<file path="config.mk">
export PLATFORM = sky130hd
export DESIGN_NAME = uart_frame_tx
export DESIGN_NICKNAME = d
export VERILOG_FILES = /design/src/rtl/uart_frame_tx.sv
export SDC_FILE = /design/constraint.sdc
export NUM_CORES = 1
export LEC_CHECK = 0
export BUFFER_PORTS_ARGS = -buffer_cell sky130_fd_sc_hd__buf_2
export CORE_MARGIN = 2
export CORE_UTILIZATION = 57
export CTS_BUF_LIST = sky130_fd_sc_hd__clkbuf_2 sky130_fd_sc_hd__clkbuf_4 sky130_fd_sc_hd__clkbuf_8
export DETAILED_ROUTE_END_ITERATION = 10
export PLACE_DENSITY = 0.76
export SLEW_MARGIN = 20
export SYNTH_ARGS = -nofsm -noshare
export SYNTH_HDL_FRONTEND = slang
export SYNTH_SLANG_ARGS = --single-unit
</file>
<file path="constraint.sdc">
create_clock -name clk -period 2.9 [get_ports clk]
set_input_delay 0.145 -clock clk [delete_from_list [all_inputs] [get_ports clk]]
set_output_delay 0.145 -clock clk [all_outputs]
set_load 0.02 [all_outputs]
</file>
<file path="src/rtl/uart_frame_tx.sv">
// uart_frame_tx
// -------------
// Byte FIFO feeding an 8-bit LSB-first UART transmitter. The upstream frame
// serializer presents bytes as a level-valid strobe (drdy). Only the rising
// edge of drdy pushes a byte. Bytes leave as start / 8 data / [parity] / stop
// characters. There is no idle gap between characters while the FIFO holds
// data.
//
// Optional feature: define UART_PARITY_EN to insert an even-parity bit
// between the data bits and the stop bit, giving an 11-bit character.
// Without it the character is 10 bits long and no parity logic is built.
module uart_frame_tx #(
  parameter int BAUD_DIV   = 312,  // clock cycles per serial bit, 16..4095
  parameter int FIFO_DEPTH = 4     // byte FIFO entries, power of two, 2..16
) (
  input  logic       clk,
  input  logic       rst,
  input  logic [7:0] din,
  input  logic       drdy,
  input  logic       ovf_clr,
  output logic       txd,
  output logic       busy,
  output logic       ovf
);

  localparam int             PTR_W     = $clog2(FIFO_DEPTH);
  localparam logic [11:0]    BAUD_LOAD = 12'(BAUD_DIV - 1);
  localparam logic [PTR_W:0] FIFO_FULL = (PTR_W + 1)'(FIFO_DEPTH);

`ifdef UART_PARITY_EN
  typedef enum logic [2:0] {
    IDLE   = 3'd0,
    START  = 3'd1,
    DATA   = 3'd2,
    PARITY = 3'd3,
    STOP   = 3'd4
  } state_t;

  // Even parity over a data byte: the parity bit makes the total count of ones even.
  function automatic logic even_parity(input logic [7:0] b);
    return ^b;
  endfunction
`else
  typedef enum logic [2:0] {
    IDLE   = 3'd0,
    START  = 3'd1,
    DATA   = 3'd2,
    STOP   = 3'd4
  } state_t;
`endif

  // Transmitter state
  state_t      state_q, state_d;
  logic [7:0]  shift_q, shift_d;
  logic [2:0]  bit_idx_q, bit_idx_d;
  logic [11:0] baud_q, baud_d;
  logic        txd_q, txd_d;
  logic        busy_q, busy_d;
`ifdef UART_PARITY_EN
  logic        parity_q, parity_d;
`endif

  // Input edge detect and overflow flag
  logic        drdy_q;
  logic        ovf_q, ovf_d;

  // FIFO state
  logic [7:0]       mem_q [FIFO_DEPTH];
  logic [PTR_W-1:0] wr_ptr_q, wr_ptr_d;
  logic [PTR_W-1:0] rd_ptr_q, rd_ptr_d;
  logic [PTR_W:0]   count_q, count_d;

  // Combinational helpers
  logic       push_s;
  logic       pop_s;
  logic       accept_s;
  logic       drop_s;
  logic       fifo_empty_s;
  logic       fifo_full_s;
  logic       bit_end_s;
  logic [7:0] head_s;

  assign push_s       = drdy & ~drdy_q;
  assign fifo_empty_s = (count_q == '0);
  assign fifo_full_s  = (count_q == FIFO_FULL);
  assign head_s       = mem_q[rd_ptr_q];
  assign bit_end_s    = (baud_q == 12'd0);

  assign txd  = txd_q;
  assign busy = busy_q;
  assign ovf  = ovf_q;

  // FIFO bookkeeping: accept or drop the pushed byte, advance pointers, track the overflow flag.
  always_comb begin
    accept_s = 1'b0;
    drop_s   = 1'b0;
    wr_ptr_d = wr_ptr_q;
    rd_ptr_d = rd_ptr_q;
    count_d  = count_q;
    ovf_d    = ovf_q;

    // A pop in the same cycle frees a slot, so a full FIFO still takes the byte.
    if (push_s) begin
      if (!fifo_full_s || pop_s) begin
        accept_s = 1'b1;
      end else begin
        drop_s = 1'b1;
      end
    end else begin
      accept_s = 1'b0;
      drop_s   = 1'b0;
    end

    if (accept_s) begin
      wr_ptr_d = wr_ptr_q + PTR_W'(1);
    end else begin
      wr_ptr_d = wr_ptr_q;
    end

    if (pop_s) begin
      rd_ptr_d = rd_ptr_q + PTR_W'(1);
    end else begin
      rd_ptr_d = rd_ptr_q;
    end

    case ({accept_s, pop_s})
      2'b10:   count_d = count_q + (PTR_W + 1)'(1);
      2'b01:   count_d = count_q - (PTR_W + 1)'(1);
      default: count_d = count_q;
    endcase

    // A drop wins over a simultaneous clear so the loss is never hidden.
    if (drop_s) begin
      ovf_d = 1'b1;
    end else if (ovf_clr) begin
      ovf_d = 1'b0;
    end else begin
      ovf_d = ovf_q;
    end
  end

  // Transmitter next-state logic: bit sequencing, baud counting and FIFO pops.
  always_comb begin
    state_d   = state_q;
    shift_d   = shift_q;
    bit_idx_d = bit_idx_q;
    baud_d    = baud_q;
    pop_s     = 1'b0;
`ifdef UART_PARITY_EN
    parity_d  = parity_q;
`endif

    case (state_q)
      IDLE: begin
        if (!fifo_empty_s) begin
          pop_s   = 1'b1;
          shift_d = head_s;
          baud_d  = BAUD_LOAD;
          state_d = START;
`ifdef UART_PARITY_EN
          parity_d = even_parity(head_s);
`endif
        end else begin
          state_d = IDLE;
        end
      end

      START: begin
        if (bit_end_s) begin
          state_d   = DATA;
          bit_idx_d = 3'd0;
          baud_d    = BAUD_LOAD;
        end else begin
          baud_d = baud_q - 12'd1;
        end
      end

      DATA: begin
        if (bit_end_s) begin
          baud_d = BAUD_LOAD;
          if (bit_idx_q == 3'd7) begin
`ifdef UART_PARITY_EN
            state_d = PARITY;
`else
            state_d = STOP;
`endif
          end else begin
            bit_idx_d = bit_idx_q + 3'd1;
            shift_d   = {1'b0, shift_q[7:1]};
          end
        end else begin
          baud_d = baud_q - 12'd1;
        end
      end

`ifdef UART_PARITY_EN
      PARITY: begin
        if (bit_end_s) begin
          state_d = STOP;
          baud_d  = BAUD_LOAD;
        end else begin
          baud_d = baud_q - 12'd1;
        end
      end
`endif

      STOP: begin
        if (bit_end_s) begin
          // Chain straight into the next start bit when more data is queued.
          if (!fifo_empty_s) begin
            pop_s   = 1'b1;
            shift_d = head_s;
            baud_d  = BAUD_LOAD;
            state_d = START;
`ifdef UART_PARITY_EN
            parity_d = even_parity(head_s);
`endif
          end else begin
            state_d = IDLE;
          end
        end else begin
          baud_d = baud_q - 12'd1;
        end
      end

      default: begin
        state_d   = IDLE;
        baud_d    = 12'd0;
        bit_idx_d = 3'd0;
      end
    endcase
  end

  // Line level and busy flag for the next cycle, derived from the next state so both are registered.
  always_comb begin
    case (state_d)
      START:   txd_d = 1'b0;
      DATA:    txd_d = shift_d[0];
`ifdef UART_PARITY_EN
      PARITY:  txd_d = parity_d;
`endif
      default: txd_d = 1'b1;
    endcase
    busy_d = (state_d != IDLE) || (count_d != '0);
  end

  // State, control and output registers; reset aborts any character and empties the FIFO.
  always_ff @(posedge clk or posedge rst) begin
    if (rst) begin
      state_q   <= IDLE;
      shift_q   <= 8'h00;
      bit_idx_q <= 3'd0;
      baud_q    <= 12'd0;
      txd_q     <= 1'b1;
      busy_q    <= 1'b0;
      ovf_q     <= 1'b0;
      drdy_q    <= 1'b0;
      wr_ptr_q  <= '0;
      rd_ptr_q  <= '0;
      count_q   <= '0;
`ifdef UART_PARITY_EN
      parity_q  <= 1'b0;
`endif
    end else begin
      state_q   <= state_d;
      shift_q   <= shift_d;
      bit_idx_q <= bit_idx_d;
      baud_q    <= baud_d;
      txd_q     <= txd_d;
      busy_q    <= busy_d;
      ovf_q     <= ovf_d;
      drdy_q    <= drdy;
      wr_ptr_q  <= wr_ptr_d;
      rd_ptr_q  <= rd_ptr_d;
      count_q   <= count_d;
`ifdef UART_PARITY_EN
      parity_q  <= parity_d;
`endif
    end
  end

  // FIFO storage; contents are don't-care when the count says empty, so no reset is needed.
  always_ff @(posedge clk) begin
    if (accept_s) begin
      mem_q[wr_ptr_q] <= din;
    end
  end

endmodule

</file>
==> metrics.log <==
[metrics] Routability Congestion: about 0.84
[metrics] worst max-slew margin expressed relative to the limit: 0.523
[metrics] Initial Utilization: 0.590
[metrics] Layout Skew: around 0.007 ns
[metrics] share of post-route cells with drive strength above 1: 0.268
[metrics] Max Slew Vio Count: 0
[metrics] height of the die: a little under 80 um
[metrics] Hold Vio Cnt, Final: 0
[metrics] via count of the first global-routing pass: 2295
[metrics] TritonCTS clock tree: yes
[metrics] remaining global-route overflow: 0
[metrics] # IOs: 15
[metrics] Pre-Repair DR Iteration Count: 4
[metrics] Area growth, synth to finish: 16.6%
[metrics] startpoint of the lowest-slack register-to-register path: baud_q[1]
[metrics] run status: completed
[metrics] timing-limited maximum frequency: roughly 350 MHz
[metrics] total wirelength of the detailed-routed design: 6050 um
[metrics] Via density: around 5.8
[metrics] row count: 27
[metrics] max cap viols: 0
[metrics] Total Neg Setup Slack: 0 ns
[metrics] met1 routing resource usage after global routing: 0.286
[metrics] total placed cells including tap cells: ~360
[metrics] endpoint class of the critical path: register
[metrics] async set-reset flop share out of synthesis: 0.536
[metrics] 1st-iter DRT viols: between 100 and 150
[metrics] CTS sink cnt: 69
[metrics] worst path arrival time: around 3.1 ns
[metrics] post-synthesis cell type count: 55
[metrics] full die area: around 6300 um^2
[metrics] crit share post-route: 0.988
[metrics] source of the critical timing path: baud_q[1]
[metrics] diode insertion count for antenna repair: 0
[metrics] post-route worst setup slack: roughly 0.033 ns
[metrics] count of state elements after synthesis: 69
[metrics] synthesized netlist net count: between 200 and 300
[metrics] proportion of synthesized chip area in sequential cells: 0.585
[metrics] final instance count without filler cells: 378
[metrics] floorplan core area: between 5000 and 6000 um^2
[metrics] flip-flop cell with the highest count after synthesis: sky130_fd_sc_hd__dfrtp_1
[metrics] met2 Track Usage GR: 0.369
[metrics] die span in x: roughly 79 um
[metrics] Root Buffer: sky130_fd_sc_hd__clkbuf_8
[metrics] Post-synth EDFFs: 32
[metrics] DRC errors left: 0
[metrics] CP required: ~3.1 ns
[metrics] maximum VDD drop: between 400 and 500 uV
[metrics] synthesized area per cell: ~12 um^2
[metrics] Clk Latency, worst-skew pair: around 0.33 ns
[metrics] Hold Slack: 0.0274 ns
[metrics] setup violation total in the final timing report: 0
[metrics] class of the most critical setup path: reg -> reg
[metrics] fraction of the core area covered by cells at the end of the flow: 0.687
[metrics] met3 global-route usage: 0.0489
[metrics] crit path launch type: register
[metrics] post-detail-place hpwl: between 4000 and 5000 um
[metrics] unrepaired setup endpoints after global routing: true
[metrics] Period minus WS final: 2.87 ns
[metrics] Slew @ Worst Pin: between 0.7 and 0.8 ns
[metrics] hold crit path type: in -> reg
[metrics] Cell Area, Synth: approximately 3200 um^2
[metrics] largest net degree at the start of global routing: 21
[metrics] beginning of the worst hold path: din[0]
[metrics] DR WL/cell: 16.0 um
[metrics] initial antenna violation count: 0
[metrics] final-stage net count: approximately 320
[metrics] clk slew on worst S/H paths: around 0.07 ns
[metrics] global-route wire length before repair: 10500 um
[metrics] TritonCTS Buffers: 9
[metrics] number of instances in the synthesized netlist: ~260
[metrics] total routing usage reported by global routing: 0.220
[metrics] LEAKAGE: around 1.5 nW
[metrics] level count of the clock H-tree: 3
[metrics] port bufs: 14
[metrics] pre-CTS setup slack: between 0.015 and 0.02 ns
[metrics] ratio of total power to cell area: about 860 nW/um^2
[metrics] highest-utilization routing layer at the global route stage: met2
[metrics] total number of vias: 2174
[metrics] Critical Path Fanout Max: 3
[metrics] maximum clock insertion buffer count: 2
[metrics] Yosys Warn Count: 0
[metrics] remaining antenna violation count: 0
[routing by layer]
layer | vias to the layer above | routed length, um
li1 | 1055 | -
met1 | 1088 | 2830
met2 | 24 | 3040
met3 | 7 | 126
met4 | 0 | 61
met5 | - | 0
[per-stage QoR]
step | cell area [um^2] | total power, mW
2_1_floorplan | 3240 | 2.16
3_3_place_gp | 3490 | 2.40
3_5_place_dp | 3490 | 2.45
4_1_cts | 3740 | 3.23
5_1_grt | 3760 | 3.46
6_report | 3760 | 3.25
[final timing paths]
path	endpoint	slack [ns]	cells after the start
worst max-delay path	busy	0.03	10
worst min-delay path	mem_q[2][0]	0.03	1
worst max register to register	busy	0.03	10
worst min register to register	shift_q[1]	0.47	2
max in group asynchronous	baud_q[10]	1.68	4
min in group asynchronous	baud_q[11]	0.47	3
[state kept, by name (all words and copies together), names as in the netlist, 2 cells and up]
name / count
baud_q: 12
bit_idx_q: 3
count_q: 3
mem_q: 32
rd_ptr_q: 2
shift_q: 8
state_q: 3
wr_ptr_q: 2
[cells in the final DEF (no fill, tap or decap), drive strengths merged, types with 2 or more instances in the layout]
| cell | instances |
|---|---|
| edfxtp | 32 |
| buf | 37 |
| o41ai | 2 |
| nand4 | 2 |
| or3 | 2 |
| nand3b | 3 |
| nor3 | 6 |
| ha | 7 |
| mux2i | 2 |
| nand2b | 3 |
| nor4 | 2 |
| a31oi | 3 |
| a21oi | 11 |
| nand2 | 27 |
| mux4 | 8 |
| xor2 | 4 |
| xnor2 | 4 |
| inv | 8 |
| o31ai | 3 |
| or2 | 2 |
| a22o | 3 |
| clkbuf | 9 |
| dlygate4sd3 | 3 |
| a22oi | 6 |
| nor2 | 22 |
| o211ai | 2 |
| nor2b | 4 |
| clkinv | 5 |
| or4 | 4 |
| o21ai | 18 |
| dfrtp | 36 |
| and2 | 4 |
| mux2 | 4 |
[timing repair]
item	4_1_cts	5_1_grt
gates resized for setup	5	5
buffers inserted	2	1
pin swaps	5	4
endpoints found under the hold margin	18	0
endpoints found under the setup margin	1	33
hold buffers	3	0
[cell usage after synthesis, types with 5 or more instances]
cell type,n,area (um^2)
sky130_fd_sc_hd__a22oi_1,6,45.0
sky130_fd_sc_hd__dfrtp_1,36,901
sky130_fd_sc_hd__o21ai_0,18,90.1
sky130_fd_sc_hd__nor2_1,22,82.6
sky130_fd_sc_hd__nor3_1,5,25.0
sky130_fd_sc_hd__a21oi_1,11,55.1
sky130_fd_sc_hd__clkbuf_1,8,30.0
sky130_fd_sc_hd__ha_1,7,87.6
sky130_fd_sc_hd__edfxtp_1,32,961
sky130_fd_sc_hd__mux4_2,8,180
sky130_fd_sc_hd__nand2_1,27,101
sky130_fd_sc_hd__inv_1,7,26.3
[cells by family (layout without fill, tap and decap cells)]
| family | count (synthesis) | after routing | share of synthesized area |
|---|---|---|---|
| adder cells (fa/ha/maj) | 9 | 9 | 0.0364 |
| AND/OR/NAND/NOR | 85 | 85 | 0.135 |
| buffers and inverters | 19 | 63 | 0.0248 |
| multiplexers | 14 | 14 | 0.0771 |
| XOR/XNOR | 8 | 8 | 0.0217 |
| AO/OA/AOI/OAI | 58 | 58 | 0.120 |
| flip-flops | 69 | 69 | 0.585 |
[critical path, stage by stage (launching register included)]
cell and delay, ns:
sky130_fd_sc_hd__dfrtp_1 0.39, sky130_fd_sc_hd__inv_2 0.08, sky130_fd_sc_hd__ha_4 0.13, sky130_fd_sc_hd__or3b_4 0.39
sky130_fd_sc_hd__o31ai_4 0.31, sky130_fd_sc_hd__nand2_2 0.11, sky130_fd_sc_hd__nor3_4 0.12, sky130_fd_sc_hd__fa_2 0.47
sky130_fd_sc_hd__nor2b_1 0.14, sky130_fd_sc_hd__mux2i_1 0.09, sky130_fd_sc_hd__or4b_1 0.50
[final cells by class]
cell class	count	area, um^2
clock buffer	9	124
clock inverter	7	65.1
fill	411	1710
inverter	7	26.3
multi-input combinational	174	1300
sequential	69	1890
tap	72	90.1
timing repair buffer	40	273
[where the power goes]
group	total [mW]	internal (mW)	switching (mW)
Combinational	1.02	0.500	0.520
Clock	0.742	0.393	0.350
Sequential	1.49	1.27	0.217
Total	3.25	2.16	1.09
Power figures use the tool's default switching activity.
